[src/rtl/sha_dispatch_if.sv]
// rtl/sha_dispatch_if.sv - host/core-bank handshake bundle for the SHA job dispatcher
//
// Purpose: groups the job request, abort, core control, core result and host
// result signals of sha_dispatch into one interface.
// Modports:
//   master - host/core-bank side: drives job_*, abort, core_out_*, res_ready
//   slave  - dispatcher side: drives job_ready, core_rst/valid/nonce_base,
//            res_*, busy, round_cnt (and stat_cycles with SHA_DISPATCH_STATS_EN)
// Optional: SHA_DISPATCH_STATS_EN adds stat_cycles.

interface sha_dispatch_if #(
  parameter int NUM_CORES = 4
);
  logic                      job_valid;
  logic                      job_ready;
  logic [31:0]               job_nonce_base;
  logic                      abort;
  logic [NUM_CORES-1:0]      core_rst;
  logic [NUM_CORES-1:0]      core_valid;
  logic [NUM_CORES*32-1:0]   core_nonce_base;
  logic [NUM_CORES-1:0]      core_out_valid;
  logic [NUM_CORES*32-1:0]   core_out_nonce;
  logic                      res_valid;
  logic                      res_ready;
  logic                      res_found;
  logic [31:0]               res_nonce;
  logic                      busy;
  logic [15:0]               round_cnt;
`ifdef SHA_DISPATCH_STATS_EN
  logic [31:0]               stat_cycles;
`endif

  modport master (
    output job_valid, job_nonce_base, abort, core_out_valid, core_out_nonce, res_ready,
    input  job_ready, core_rst, core_valid, core_nonce_base, res_valid, res_found,
           res_nonce, busy, round_cnt
`ifdef SHA_DISPATCH_STATS_EN
    , input stat_cycles
`endif
  );

  modport slave (
    input  job_valid, job_nonce_base, abort, core_out_valid, core_out_nonce, res_ready,
    output job_ready, core_rst, core_valid, core_nonce_base, res_valid, res_found,
           res_nonce, busy, round_cnt
`ifdef SHA_DISPATCH_STATS_EN
    , output stat_cycles
`endif
  );
endinterface

[src/rtl/sha_dispatch.sv]
// rtl/sha_dispatch.sv - nonce-slice job scheduler and result arbiter for a sha256_double bank
//
// Purpose: splits one nonce search job into NUM_CORES slices of 2**SLICE_LOG2,
// sequences core reset / start / timeout rounds, and returns the first winning
// nonce (or not-found after MAX_ROUNDS) to the host.
// Ports:
//   clk, rst  - clock, asynchronous active-high reset
//   bus       - sha_dispatch_if.slave: job request/abort in, core control out,
//               core results in, host result out, busy/round_cnt status
// Optional: SHA_DISPATCH_STATS_EN adds bus.stat_cycles (RUN cycles since accept).

module sha_dispatch #(
  parameter int NUM_CORES    = 4,
  parameter int SLICE_LOG2   = 20,
  parameter int ROUND_CYCLES = 1100000,
  parameter int RST_CYCLES   = 2,
  parameter int MAX_ROUNDS   = 16
) (
  input  logic           clk,
  input  logic           rst,
  sha_dispatch_if.slave  bus
);

  typedef enum logic [2:0] {
    IDLE,
    RST_CORES,
    DISPATCH,
    RUN,
    REPORT
  } state_t;

  localparam int TW = $clog2(ROUND_CYCLES);
  localparam int RW = (RST_CYCLES > 1) ? $clog2(RST_CYCLES) : 1;
  localparam logic [TW-1:0] TIMER_LAST   = TW'(ROUND_CYCLES - 1);
  localparam logic [RW-1:0] RST_LAST     = RW'(RST_CYCLES - 1);
  localparam logic [31:0]   ROUND_STEP   = 32'(NUM_CORES) << SLICE_LOG2;
  localparam logic [15:0]   ROUNDS_LIMIT = 16'(MAX_ROUNDS);

  state_t                    state;
  logic [31:0]               base;
  logic [TW-1:0]             timer;
  logic [RW-1:0]             rst_cnt;
  logic [15:0]               round_cnt_q;
  logic [NUM_CORES-1:0]      core_rst_q;
  logic [NUM_CORES-1:0]      core_valid_q;
  logic [NUM_CORES*32-1:0]   core_base_q;
  logic                      res_valid_q;
  logic                      res_found_q;
  logic [31:0]               res_nonce_q;
  logic                      busy_q;
  logic                      job_ready_q;
`ifdef SHA_DISPATCH_STATS_EN
  logic [31:0]               stat_q;
`endif

  // Lowest-index core wins: scan from the top so the lowest set bit writes last.
  logic        hit;
  logic [31:0] hit_nonce;
  always_comb begin
    hit_nonce = '0;
    for (int i = NUM_CORES - 1; i >= 0; i--) begin
      if (bus.core_out_valid[i]) hit_nonce = bus.core_out_nonce[32*i +: 32];
    end
  end
  assign hit = |bus.core_out_valid;

  // round_cnt saturates rather than wrapping.
  logic [15:0] round_next;
  assign round_next = (round_cnt_q == 16'hFFFF) ? round_cnt_q : round_cnt_q + 16'd1;

  always_ff @(posedge clk or posedge rst) begin
    if (rst) begin
      state        <= IDLE;
      base         <= '0;
      timer        <= '0;
      rst_cnt      <= '0;
      round_cnt_q  <= '0;
      core_rst_q   <= '1;
      core_valid_q <= '0;
      core_base_q  <= '0;
      res_valid_q  <= 1'b0;
      res_found_q  <= 1'b0;
      res_nonce_q  <= '0;
      busy_q       <= 1'b0;
      job_ready_q  <= 1'b1;
`ifdef SHA_DISPATCH_STATS_EN
      stat_q       <= '0;
`endif
    end else if (bus.abort && state != IDLE) begin
      // Cancel wins over hit, timeout and result handshake; round_cnt is kept.
      state        <= IDLE;
      core_rst_q   <= '1;
      core_valid_q <= '0;
      res_valid_q  <= 1'b0;
      res_found_q  <= 1'b0;
      res_nonce_q  <= '0;
      busy_q       <= 1'b0;
      job_ready_q  <= 1'b1;
    end else begin
      case (state)
        IDLE: begin
          if (bus.job_valid && job_ready_q) begin
            base        <= bus.job_nonce_base;
            round_cnt_q <= '0;
            rst_cnt     <= '0;
            busy_q      <= 1'b1;
            job_ready_q <= 1'b0;
            state       <= RST_CORES;
`ifdef SHA_DISPATCH_STATS_EN
            stat_q      <= '0;
`endif
          end
        end

        RST_CORES: begin
          if (rst_cnt == RST_LAST) begin
            state        <= DISPATCH;
            core_rst_q   <= '0;
            core_valid_q <= '1;
            for (int i = 0; i < NUM_CORES; i++) begin
              core_base_q[32*i +: 32] <= base + (32'(i) << SLICE_LOG2);
            end
          end else begin
            rst_cnt <= rst_cnt + RW'(1);
          end
        end

        DISPATCH: begin
          core_valid_q <= '0;
          timer        <= '0;
          state        <= RUN;
        end

        RUN: begin
          timer <= timer + TW'(1);
`ifdef SHA_DISPATCH_STATS_EN
          stat_q <= stat_q + 32'd1;
`endif
          if (hit) begin
            res_nonce_q <= hit_nonce;
            res_found_q <= 1'b1;
            res_valid_q <= 1'b1;
            core_rst_q  <= '1;
            state       <= REPORT;
          end else if (timer == TIMER_LAST) begin
            round_cnt_q <= round_next;
            base        <= base + ROUND_STEP;
            core_rst_q  <= '1;
            if (round_next == ROUNDS_LIMIT) begin
              res_found_q <= 1'b0;
              res_nonce_q <= '0;
              res_valid_q <= 1'b1;
              state       <= REPORT;
            end else begin
              rst_cnt <= '0;
              state   <= RST_CORES;
            end
          end
        end

        REPORT: begin
          if (bus.res_ready) begin
            res_valid_q <= 1'b0;
            busy_q      <= 1'b0;
            job_ready_q <= 1'b1;
            state       <= IDLE;
          end
        end

        default: begin
          state <= IDLE;
        end
      endcase
    end
  end

  assign bus.job_ready       = job_ready_q;
  assign bus.core_rst        = core_rst_q;
  assign bus.core_valid      = core_valid_q;
  assign bus.core_nonce_base = core_base_q;
  assign bus.res_valid       = res_valid_q;
  assign bus.res_found       = res_found_q;
  assign bus.res_nonce       = res_nonce_q;
  assign bus.busy            = busy_q;
  assign bus.round_cnt       = round_cnt_q;
`ifdef SHA_DISPATCH_STATS_EN
  assign bus.stat_cycles     = stat_q;
`endif

endmodule

[src/flat_wrapper.sv]
// flat-port wrapper written by rule: the top's interface ports become plain ports
module sha_dispatch_flat 
#(
  parameter int NUM_CORES    = 4,
  parameter int SLICE_LOG2   = 20,
  parameter int ROUND_CYCLES = 1100000,
  parameter int RST_CYCLES   = 2,
  parameter int MAX_ROUNDS   = 16
)
  (clk, rst, bus_job_valid, bus_job_nonce_base, bus_abort, bus_core_out_valid, bus_core_out_nonce, bus_res_ready, bus_job_ready, bus_core_rst, bus_core_valid, bus_core_nonce_base, bus_res_valid, bus_res_found, bus_res_nonce, bus_busy, bus_round_cnt);
  sha_dispatch_if #(.NUM_CORES(NUM_CORES)) bus_i ();
  input  logic clk;
  input  logic rst;
  input wire logic [$bits(bus_i.job_valid)-1:0] bus_job_valid;
  input wire logic [$bits(bus_i.job_nonce_base)-1:0] bus_job_nonce_base;
  input wire logic [$bits(bus_i.abort)-1:0] bus_abort;
  input wire logic [$bits(bus_i.core_out_valid)-1:0] bus_core_out_valid;
  input wire logic [$bits(bus_i.core_out_nonce)-1:0] bus_core_out_nonce;
  input wire logic [$bits(bus_i.res_ready)-1:0] bus_res_ready;
  output wire logic [$bits(bus_i.job_ready)-1:0] bus_job_ready;
  output wire logic [$bits(bus_i.core_rst)-1:0] bus_core_rst;
  output wire logic [$bits(bus_i.core_valid)-1:0] bus_core_valid;
  output wire logic [$bits(bus_i.core_nonce_base)-1:0] bus_core_nonce_base;
  output wire logic [$bits(bus_i.res_valid)-1:0] bus_res_valid;
  output wire logic [$bits(bus_i.res_found)-1:0] bus_res_found;
  output wire logic [$bits(bus_i.res_nonce)-1:0] bus_res_nonce;
  output wire logic [$bits(bus_i.busy)-1:0] bus_busy;
  output wire logic [$bits(bus_i.round_cnt)-1:0] bus_round_cnt;
  assign bus_i.job_valid = bus_job_valid;
  assign bus_i.job_nonce_base = bus_job_nonce_base;
  assign bus_i.abort = bus_abort;
  assign bus_i.core_out_valid = bus_core_out_valid;
  assign bus_i.core_out_nonce = bus_core_out_nonce;
  assign bus_i.res_ready = bus_res_ready;
  assign bus_job_ready = bus_i.job_ready;
  assign bus_core_rst = bus_i.core_rst;
  assign bus_core_valid = bus_i.core_valid;
  assign bus_core_nonce_base = bus_i.core_nonce_base;
  assign bus_res_valid = bus_i.res_valid;
  assign bus_res_found = bus_i.res_found;
  assign bus_res_nonce = bus_i.res_nonce;
  assign bus_busy = bus_i.busy;
  assign bus_round_cnt = bus_i.round_cnt;
  sha_dispatch #(.NUM_CORES(NUM_CORES), .SLICE_LOG2(SLICE_LOG2), .ROUND_CYCLES(ROUND_CYCLES), .RST_CYCLES(RST_CYCLES), .MAX_ROUNDS(MAX_ROUNDS)) u_core (.clk(clk), .rst(rst), .bus(bus_i));
endmodule
[config.mk]
export PLATFORM = sky130hd
export DESIGN_NAME = sha_dispatch_flat
export DESIGN_NICKNAME = d
export VERILOG_FILES = /design/src/rtl/sha_dispatch_if.sv /design/src/rtl/sha_dispatch.sv /design/src/flat_wrapper.sv
export SDC_FILE = /design/constraint.sdc
export NUM_CORES = 1
export LEC_CHECK = 0
export CORE_MARGIN = 3
export CORE_UTILIZATION = 40
export CTS_BUF_LIST = sky130_fd_sc_hd__clkbuf_16
export CTS_CLUSTER_SIZE = 28
export DETAILED_ROUTE_END_ITERATION = 10
export PLACE_DENSITY_LB_ADDON = 0.1
export SETUP_SLACK_MARGIN = 0.4
export SLEW_MARGIN = 0
export SYNTH_ARGS = -nofsm -noshare
export SYNTH_HDL_FRONTEND = slang
export SYNTH_SLANG_ARGS = --single-unit
export TNS_END_PERCENT = 50
[constraint.sdc]
create_clock -name clk -period 9.5 [get_ports clk]
set_input_delay 0.95 -clock clk [delete_from_list [all_inputs] [get_ports clk]]
set_output_delay 0.95 -clock clk [all_outputs]
set_load 0.01 [all_outputs]
; ---- Yosys cells after proc, flatten, opt, wreduce, memory -nomap -nowiden
; Index checks and enable logic that the tools add are counted.
[totals]
output_inout_bits = 188
mem_bits_rw = 0
latch_bits = 0
register_bits = 245
mem_bits_ro = 0
input_bits = 169
word_cells = 120
n_memories = 0
[op_classes]
n_mux = 58
reduce_logical = 25
mul = 0
bitwise = 1
add_sub_neg = 7
n_div = 0
shifts = 0
n_eq_ne = 16
n_lt_le_gt_ge = 0
[op_table]
columns = cell, count
row1 = $mux 32, 12
row2 = $add 32x22->32 const B, 2
row3 = $mux 16, 4
row4 = $pmux 32 s2, 1
row5 = $pmux 21 s2, 1
row6 = $add 32x21->32 const B, 1
row7 = $add 32x23->32 const B, 1
row8 = $pmux 16 s2, 1
row9 = $mux 4, 6
row10 = $reduce_bool 3->1, 8
row11 = $add 21x1->21 const B, 1
row12 = $eq 21x21->1 const B, 1
row13 = $mux 3, 7
row14 = $mux 1, 19
row15 = $add 16x1->16 const B, 1
row16 = $eq 16x16->1 const B, 1
row17 = $eq 16x5->1 const B, 1
row18 = $pmux 4 s2, 2
row19 = $pmux 3 s5, 1
row20 = $reduce_and 3->1, 4
row21 = $ne 4x1->1 const B, 2
row22 = $reduce_and 4->1, 2
row23 = $eq 3x2->1 const B, 2
row24 = $ne 3x1->1 const B, 2
row25 = other kinds (16), 24

; ---- Longest topological paths before layout
; Gate-level depths: netlist of the first run.
[logic_depth]
ltp_word = 8
mapped_depth = 9
ltp_nobuf = 7

; ---- Worst setup path after synthesis of the first run
; No wires, ideal clock.
[synth_timing]
path_kind = input-to-reg
from = input bus_core_out_valid[2]
to = register u_core.round_cnt_q[3], in the netlist u_core.bus.round_cnt[3]
stages = 6
n_path_buf = 1
path_slack_ps = 6690
t_required_ps = 9390
setup_ps = 110
arrival_ps = 2700
path_cell_list = clkbuf_1 or4_1 nor4_1 o22a_1 nand2_1 o41ai_1
[synth_between]
elab_chain_cells = 3
[synth_lines]
columns = element, line_no
row1 = from (decl), flat_wrapper.sv:17  ; input wire logic [$bits(bus_i.core_out_valid)-1:0] bus_core_out_valid;
row2 = $reduce_or 4->1, sha_dispatch.sv:65  ; assign hit = |bus.core_out_valid;
row3 = $ne 2x2->1 (no source line), -
row4 = $reduce_and 5->1 (no source line), -
row5 = to (signal assigned), sha_dispatch.sv:146  ; round_cnt_q <= round_next;
row6 = to (decl), sha_dispatch.sv:43  ; logic [15:0] round_cnt_q;
; Every way passes these cells.
; A chain may end at the register's enable or synchronous reset.

; ---- Worst setup path after layout of the first run
; Same ends and word-level chain as after synthesis.

==> flow_metrics.py, run 1 <==
metrics = {
    "run_status": {
        "status": "complete, no violations",
    },
    "layout": {
        "diodes": 0,
        "drive_gt1_share_pct": 10.89,
        "fin_nets": 1504,
        "final_area_um2": 14040,
        "fillers": 2249,
        "instances_no_fill": 1665,
        "areaGrowthSynthToFinish_pct": 37.48,
    },
    "clock_tree": {
        "cts_setup_buffers": 0,
        "cts_buffers": 17,
        "h-tree-depth": 4,
        "cts_root_buf": "clkbuf_16",
        "tritoncts": "yes",
        "cts.sinks": 177,
        "clk_pin_slew_worst_paths_ns": 0.08,
        "clkLatencyLatePin_ns": 0.44,
        "postCtsResizedCells": 0,
        "cts_buffer_depth": 2,
        "cts_hold_buf": 0,
    },
    "sta": {
        "period_minus_slack_ns": 3.565,
        "tns_ns": 0,
        "hold_violations": 0,
        "slew_headroom_pct": 16.05,
        "period_share_pct": 37.53,
        "finClkSkew_ns": 0.009447,
        "holdWs_ns": 0.4775,
        "worst-slew-pin-transition_ns": 1.259,
        "grt_setup_unrepaired": "false",
        "setup_violations": 0,
        "slew_violations": 0,
        "max_freq_ghz": 0.2805,
    },
    "pwr": {
        "p_int_mw": 2.229,
        "leakage_nw": 5.607,
        "p_seq_share_pct": 36.8,
        "pwr-share-comb_pct": 41.9,
        "power_switching_mw": 1.235,
        "irDropWorstVdd_mv": 0.1662,
        "p_total_mw": 3.464,
        "power.share.clock_pct": 21.3,
        "p_sw_share_pct": 35.65,
        "power_density_nw_per_um2": 246.7,
    },
    "synthesis": {
        "synth-edff-count": 0,
        "yosysUniqueCellTypes": 62,
        "ys_top_cells_by_count": "dfrtp_1, nand2_1, o21ai_0",
        "ys.flop_type": "dfrtp_1",
        "syn_inst": 1095,
        "synth-seq-cells": 177,
        "async_flop_share_pct": 100.0,
        "synth_sequential_area_ratio_pct": 43.40,
        "syn_area_um2": 10210,
        "yosysTopAreaCell": "dfrtp_1",
        "synth_area_leaders": "dfrtp_1, mux2_2, buf_4",
        "yosysWarnings": 0,
        "synth_top_cell_area_share_pct": 42.88,
        "synth.most_common_cell": "dfrtp_1",
        "syn_nets": 1271,
        "syn_area_per_cell_um2": 9.326,
    },
    "global_routing": {
        "grt_pass1_wl_mm": 48.11,
        "gr-total-overflow": 0,
        "grt_use_total_pct": 21.19,
        "grt_max_degree": 114,
        "antenna_found_initial": 0,
        "grt_pass1_vias": 8655,
    },
    "setup_path": {
        "criticalPathCategory": "input port to flip-flop",
        "crit_path_end_kind": "flip-flop",
        "crit_fanout": 36,
        "path_cells": "clkdlybuf4s50_1 > buf_4 > or4_1 > nor4_1 > o22a_1 > nand2_1 > o41ai_1",
        "critPathLaunchType": "input port",
        "max_stage_delay_ns": 0.65,
        "cpLargestDelayFamily": "simple AND/OR/NAND/NOR gates",
        "cp.required_ns": 9.83,
        "cp.buffers_inverters": 2,
        "cp_slowest_cell": "o22a_1",
        "arrival_ns": 3.89,
    },
    "min_path": {
        "hold_path.class": "flip-flop to flip-flop",
    },
    "job": {
        "drv_cap": 0,
    },
    "floorplanning": {
        "coreArea_um2": 24680,
        "die_area_um2": 27480,
        "die_x_um": 165.8,
        "dieHeight_um": 165.8,
        "io-pin-count": 357,
        "start_util_pct": 41.39,
        "rows": 57,
    },
    "routing": {
        "drtAntennaViolNets": 0,
        "first_iter_violations": 571,
        "viasPerCell": 5.416,
        "drt_wl_total_mm": 30.09,
        "wl_per_cell_um": 18.07,
        "vias": 9018,
        "drt_pass1_iterations": 6,
        "drc": 0,
    },
    "placed_design": {
        "gp_congestion": 0.8584,
        "dp_cells": 1633,
        "hpwl_mm": 21.63,
        "io_buffers": 356,
        "place_area_um2": 13420,
    },
}
[cell type report]
type,instances,area (um2),area share [%]
Clock buffer,17,425.4,3.030
Tap cell,324,405.4,2.887
Inverter,10,45.04,0.3208
Clock inverter,15,190.2,1.355
Multi-Input combinational cell,756,4913,35.00
Timing Repair Buffer,366,3628,25.84
Sequential cell,177,4432,31.57
[worst min-delay path, stage by stage (launching register included)]
cell	delay (ns)
dfrtp_1	0.34
nand2_1	0.05
o21ai_0	0.06
[stage by stage]
| stage | setup slack (ns) | util [%] |
|---|---|---|
| floorplan | 3.751 | - |
| global placement | 5.565 | 54.40 |
| detailed placement | 5.533 | 54.40 |
| CTS | 6.000 | 56.90 |
| global route | 5.815 | 56.90 |
| finish | 5.935 | 56.90 |
[worst paths after layout]
check	from	endpoint	slack, ns	cells past startpoint
setup / recovery	bus_core_out_valid[2]	u_core.bus.round_cnt[3]	5.93	7
hold / removal	u_core.bus.core_nonce_base[123]	u_core.bus.core_nonce_base[123]	0.48	2
setup reg to reg	u_core.bus.round_cnt[0]	u_core.bus.res_nonce[30]	6.29	8
hold reg to reg	u_core.bus.core_nonce_base[123]	u_core.bus.core_nonce_base[123]	0.48	2
max in group asynchronous	rst	u_core.bus.res_nonce[27]	7.10	3
min in group asynchronous	rst	u_core.base[9]	1.05	2
[sequential cells by signal (all words and copies together), names as in the netlist]
signal and cells:
u_core.base 32, u_core.bus.busy 1, u_core.bus.core_nonce_base 66, u_core.bus.core_rst 1, u_core.bus.core_valid 1, u_core.bus.job_ready 1, u_core.bus.res_found 1, u_core.bus.res_nonce 32
u_core.bus.res_valid 1, u_core.bus.round_cnt 16, u_core.rst_cnt 1, u_core.state 3, u_core.timer 21
[placed cells by master (no fill, tap or decap), types with 4 or more instances in the layout]
master,n
o21ai_2,30
o31ai_1,7
nand2b_1,4
a22oi_1,4
buf_4,10
nand3_1,57
a21oi_1,68
clkdlybuf4s50_1,354
o211ai_1,4
a31oi_1,8
inv_1,9
xnor2_1,14
inv_8,6
xor2_1,28
mux2i_1,6
or3_1,7
nand4_1,11
a221oi_1,31
o21ai_1,4
nand3b_1,5
mux2_2,51
and4_1,4
o21ai_0,72
nor3_1,48
nor2_1,57
dfrtp_1,175
a2bb2oi_1,32
and3_1,13
nor4_1,9
clkbuf_16,17
ha_1,7
o22a_1,4
nor2b_1,32
nand2_1,93
o21a_1,6
[routing by layer]
| layer | track usage (%) | up-vias | wire length (um) |
|---|---|---|---|
| li1 | - | 4353 | - |
| met1 | 27.67 | 4290 | 12860 |
| met2 | 36.16 | 354 | 14910 |
| met3 | 4.832 | 21 | 1994 |
| met4 | 4.738 | 0 | 318 |
| met5 | 0 | - | 0 |
[power groups by stage]
stage               combinational, mW  sequential (mW)  clock (mW)
floorplan                       0.815             1.26           0
global placement                 1.45             1.28           0
detailed placement               1.47             1.29           0
CTS                              1.47             1.28       0.752
global route                     1.56             1.32       0.784
finish                           1.45             1.27       0.737
[cell families after synthesis]
family / count (synthesis) / share of synthesized area [%]
mux: 57 / 6.212
buf+inv: 162 / 8.760
flops: 177 / 43.40
xor+xnor: 42 / 3.602
compound gates: 286 / 18.83
simple gates: 364 / 18.34
fa+ha+maj: 7 / 0.8576
No activity file was read; power rests on OpenSTA's default activity.
==> run 2: changes to the inputs <==
==> constraint.sdc (replaced) <==
create_clock -name clk -period 3.7 [get_ports clk]
set_input_delay 0.37 -clock clk [delete_from_list [all_inputs] [get_ports clk]]
set_output_delay 0.37 -clock clk [all_outputs]
set_load 0.01 [all_outputs]
==> flow_metrics.py, run 2 (synthesis results as in run 1) <==
metrics = {
    "run_status": {
        "status": "complete, no violations",
    },
    "sta": {
        "setup_violations": 0,
        "period_minus_slack_ns": 2.943,
        "finClkSkew_ns": 0.01594,
        "worst_slack_ns": 0.7573,
        "max_freq_ghz": 0.3398,
        "slew_violations": 0,
        "period_share_pct": 79.53,
        "tns_ns": 0,
        "slew_headroom_pct": 19.12,
        "grt_setup_unrepaired": "false",
        "hold_violations": 0,
        "worst-slew-pin-transition_ns": 1.213,
    },
    "clock_tree": {
        "postCtsResizedCells": 0,
        "tritoncts": "yes",
        "clk_pin_slew_worst_paths_ns": 0.08,
        "cts_hold_buf": 0,
        "cts_buffers": 17,
        "cts_root_buf": "clkbuf_16",
        "h-tree-depth": 4,
        "cts.sinks": 177,
        "cts_buffer_depth": 2,
        "cts_setup_buffers": 0,
        "clkLatencyLatePin_ns": 0.44,
    },
    "layout": {
        "fin_nets": 1512,
        "instances_no_fill": 1673,
        "seqCellArea_um2": 4432,
        "final_cell_mix": "clkdlybuf4s50_1, dfrtp_1, nand2_1, o21ai_0, a21oi_1",
        "final_common_cell": "clkdlybuf4s50_1",
        "multi_input_area_um2": 4913,
        "fillers": 2240,
        "areaGrowthSynthToFinish_pct": 38.02,
        "drive_gt1_share_pct": 11.34,
        "diodes": 0,
        "largest_reg_flops": 66,
        "final_area_um2": 14090,
    },
    "pwr": {
        "power.share.clock_pct": 20.4,
        "p_seq_share_pct": 37.0,
        "pwr-share-comb_pct": 42.6,
        "p_sw_share_pct": 35.65,
        "p_total_mw": 8.793,
        "leakage_nw": 5.637,
        "irDropWorstVdd_mv": 0.4105,
        "power_switching_mw": 3.135,
        "p_int_mw": 5.658,
        "power_density_nw_per_um2": 623.8,
    },
    "placed_design": {
        "hpwl_mm": 21.34,
        "dp_cells": 1641,
        "place_area_um2": 13510,
        "gp_congestion": 0.8180,
        "io_buffers": 356,
        "place_ws_ns": 0.6560,
    },
    "routing": {
        "drc": 0,
        "vias": 8968,
        "first_iter_violations": 553,
        "drt_pass1_iterations": 5,
        "wl_per_cell_um": 17.72,
        "drt_wl_total_mm": 29.64,
        "drtAntennaViolNets": 0,
        "viasPerCell": 5.360,
    },
    "global_routing": {
        "gr-total-overflow": 0,
        "grt_max_degree": 178,
        "grt_pass1_wl_mm": 47.21,
        "antenna_found_initial": 0,
        "grt_pass1_vias": 8618,
        "grt_use_total_pct": 20.81,
    },
    "floorplanning": {
        "die_x_um": 165.8,
        "dieHeight_um": 165.8,
        "die_area_um2": 27480,
        "rows": 57,
        "coreArea_um2": 24680,
        "io-pin-count": 357,
        "start_util_pct": 41.39,
    },
    "setup_path": {
        "crit_start": "u_core.bus.round_cnt[0]",
        "r2r-end": "u_core.bus.res_found",
        "reg2reg_setup_slack_ns": 0.76,
        "crit_path_end_kind": "flip-flop",
        "criticalPathCategory": "flip-flop to flip-flop",
        "rr_startpoint": "u_core.bus.round_cnt[0]",
        "r2r_cells": 8,
        "cp.required_ns": 4.02,
        "critPathLaunchType": "flip-flop",
        "crit_fanout": 33,
        "arrival_ns": 3.26,
        "endpoint": "u_core.bus.res_found",
    },
    "job": {
        "drv_cap": 0,
    },
    "min_path": {
        "hold_path.class": "input port to async pin",
    },
}
-- run 2: layer usage --
| metal | global-route usage (%) | up-vias | part of all wire [%] |
|---|---|---|---|
| met1 | 26.32 | 4257 | 43 |
| li1 | - | 4367 | - |
| met4 | 5.244 | 0 | 1.2 |
| met2 | 36.67 | 318 | 50 |
| met3 | 4.142 | 26 | 6.1 |
| met5 | 0 | - | 0 |
-- run 2: how the worst min path moves through the flow --
stage               depth (start not counted)  slack, ns                               to                            start
floorplan                                   2       0.46                  u_core.timer[1]                  u_core.timer[1]
global placement                            2       0.46  u_core.bus.core_nonce_base[117]  u_core.bus.core_nonce_base[117]
detailed placement                          2       0.47  u_core.bus.core_nonce_base[121]  u_core.bus.core_nonce_base[121]
CTS                                         3       0.48                  u_core.base[21]           bus_job_nonce_base[21]
global route                                2       0.50   u_core.bus.core_nonce_base[89]   u_core.bus.core_nonce_base[89]
finish                                      3       0.37                  u_core.base[10]                              rst
-- run 2: critical path, stage by stage, from the launching register on --
cell	delay, ns
dfrtp_1	0.49
ha_1	0.38
nand4_4	0.21
nor4_1	0.43
mux2i_1	0.39
nand3b_1	0.20
nor4_4	0.31
buf_12	0.28
o21ai_1	0.10
-- run 2: metrics by stage --
step / hold slack [ns] / util [%]
floorplan: 0.4645 / -
global placement: 0.4611 / 54.73
detailed placement: 0.4701 / 54.73
CTS: 0.4816 / 57.12
global route: 0.5021 / 57.12
finish: 0.3694 / 57.12
-- run 2: power groups by stage --
| stage | Clock (mW) | Sequential, mW | Combinational [mW] |
|---|---|---|---|
| floorplan | 0 | 3.22 | 2.09 |
| global placement | 0 | 3.27 | 3.74 |
| detailed placement | 0 | 3.30 | 3.79 |
| CTS | 1.84 | 3.26 | 3.80 |
| global route | 1.92 | 3.38 | 4.03 |
| finish | 1.79 | 3.25 | 3.75 |
-- run 2: area by class of cell --
type,instances,area share [%]
inverters,10,0.2929
flip-flops and latches,177,31.44
repair buffers,374,26.35
clock inverters,15,1.163
well taps,324,2.876
multi-input cells,756,34.86
clock buffers,17,3.018
==> run 3: changes to the inputs <==
==> constraint.sdc (replaced) <==
create_clock -name clk -period 2.4 [get_ports clk]
set_input_delay 0.24 -clock clk [delete_from_list [all_inputs] [get_ports clk]]
set_output_delay 0.24 -clock clk [all_outputs]
set_load 0.01 [all_outputs]
==> flow_metrics.py, run 3 (synthesis results as in run 1) <==
metrics = {
    "run_status": {
        "status": "finished with violations",
        "violations": "negative setup slack",
    },
    "routing": {
        "vias": 9420,
        "drc": 0,
        "drt_pass1_iterations": 5,
        "drtAntennaViolNets": 0,
        "wl_per_cell_um": 17.94,
        "viasPerCell": 5.343,
        "drt_wl_total_mm": 31.63,
        "first_iter_violations": 618,
    },
    "sta": {
        "holdWs_ns": 0.2654,
        "slew_violations": 0,
        "max_freq_ghz": 0.4016,
        "worst-slew-pin-transition_ns": 0.6573,
        "finClkSkew_ns": 0.01373,
        "period_share_pct": 103.7,
        "hold_violations": 0,
        "worst_slack_ns": -0.08992,
        "slew_headroom_pct": 56.18,
        "tns_ns": -2.061,
        "setup_violations": 34,
        "grt_setup_unrepaired": "true",
        "period_minus_slack_ns": 2.490,
    },
    "job": {
        "drv_cap": 0,
    },
    "placed_design": {
        "place_area_um2": 14120,
        "dp_cells": 1708,
        "gp_congestion": 0.8577,
        "io_buffers": 356,
        "hpwl_mm": 22.94,
    },
    "clock_tree": {
        "cts_buffers": 17,
        "h-tree-depth": 4,
        "cts_root_buf": "clkbuf_16",
        "clk_pin_slew_worst_paths_ns": 0.08,
        "cts_buffer_depth": 2,
        "tritoncts": "yes",
        "clkLatencyLatePin_ns": 0.44,
        "cts.sinks": 177,
        "cts_hold_buf": 0,
    },
    "setup_path": {
        "rr_startpoint": "u_core.bus.round_cnt[1]",
        "r2r-end": "u_core.bus.res_nonce[30]",
        "cp_slowest_cell": "dfrtp_1",
        "arrival_ns": 2.81,
        "max_stage_delay_ns": 0.39,
        "path_cells": "buf_4 > nand4_1 > nor4_2 > buf_4 > mux2i_2 > buf_4 > o211ai_1 > nor4_4 > buf_4 > buf_6 > clkbuf_16 > o21ai_1",
        "crit_top_cell": "buf_4",
        "critPathLaunchType": "flip-flop",
        "criticalPathCategory": "flip-flop to flip-flop",
        "cp.required_ns": 2.72,
        "crit_fanout": 4,
        "r2r_cells": 12,
        "crit_path_end_kind": "flip-flop",
        "reg2reg_setup_slack_ns": -0.09,
    },
    "layout": {
        "final_core_util_pct": 61.83,
        "drive_gt1_share_pct": 19.67,
        "fillers": 2163,
        "final_cell_mix": "clkdlybuf4s50_1, dfrtp_1, nand2_1, buf_4, o21ai_0",
        "final_common_cell": "clkdlybuf4s50_1",
        "instances_no_fill": 1763,
        "fin_nets": 1602,
        "final_area_um2": 15260,
        "largest_reg_flops": 66,
        "areaGrowthSynthToFinish_pct": 49.40,
        "diodes": 0,
    },
    "pwr": {
        "irDropWorstVdd_mv": 0.6599,
        "leakage_nw": 6.288,
        "power_density_nw_per_um2": 905.9,
    },
    "global_routing": {
        "gr-total-overflow": 0,
        "grt_max_degree": 120,
        "antenna_found_initial": 0,
        "grt_pass1_vias": 9380,
        "grt_pass1_wl_mm": 51.01,
        "grt_use_total_pct": 22.47,
    },
    "min_path": {
        "hold_path.class": "input port to async pin",
    },
    "floorplanning": {
        "die_area_um2": 27480,
        "io-pin-count": 357,
        "die_x_um": 165.8,
        "coreArea_um2": 24680,
        "rows": 57,
        "dieHeight_um": 165.8,
        "start_util_pct": 41.39,
    },
}
-- run 3: cell count changes in the layout (fill, tap and decap cells not counted), sizes merged --
cell      previous run  this run
clkbuf              17        18
inv                 17        14
clkinv               7         8
buf                 20       109
clkinvlp             1         3
-- run 3: final cells by class --
type                            count  area [um2]  share of cell area [%]
Clock buffer                       17       425.4                   2.788
Clock inverter                     15       170.2                   1.115
Inverter                           10       41.29                  0.2706
Multi-Input combinational cell    756        5141                   33.70
Sequential cell                   177        4438                   29.09
Tap cell                          324       405.4                   2.657
Timing Repair Buffer              464        4636                   30.38
-- run 3: worst max path at each step --
| stage | to | depth (start not counted) | from |
|---|---|---|---|
| floorplan | u_core.bus.res_nonce[10] | 8 | u_core.bus.round_cnt[0] |
| global placement | u_core.bus.round_cnt[3] | 7 | bus_core_out_valid[3] |
| detailed placement | u_core.bus.round_cnt[3] | 7 | bus_core_out_valid[3] |
| CTS | u_core.bus.res_nonce[12] | 12 | u_core.bus.round_cnt[0] |
| global route | u_core.bus.res_nonce[12] | 12 | u_core.bus.round_cnt[1] |
| finish | u_core.bus.res_nonce[30] | 12 | u_core.bus.round_cnt[1] |
-- run 3: critical path, delay by kind of cell (launching register included) --
family / cells / cell delay, ns
flops: 1 / 0.39
mux: 1 / 0.22
buf+inv: 6 / 0.89
simple gates: 3 / 0.64
compound gates: 2 / 0.23
-- run 3: layer usage --
layer	track usage, %	wire [um]	up-vias
met1	28.36	13190	4503
li1	-	-	4547
met5	0	0	-
met3	4.023	1740	28
met2	39.99	16250	342
met4	5.678	444	0
-- run 3: what timing repair did --
action                                  in CTS  in global routing
cloned                                       3                  1
gates resized for setup                     34                 28
pin swaps                                   25                  8
buffers inserted                            17                  2
endpoints found under the setup margin      85                123
-- run 3: report_power, final --
group          switching, mW  internal, mW  total (mW)  leakage (nW)
combinational           2.58          3.55        6.12          3.71
sequential             0.950          3.98        4.93          2.29
clock                   1.37          1.40        2.77         0.284
total                   4.90          8.92        13.8          6.29
-- run 3: through the flow --
stage / power [mW] / setup WS (ns)
2_1_floorplan: 8.197 / -0.1283
3_3_place_gp: 10.99 / -0.1950
3_5_place_dp: 11.12 / -0.2625
4_1_cts: 13.93 / -0.02791
5_1_grt: 14.67 / -0.1948
6_report: 13.82 / -0.08992
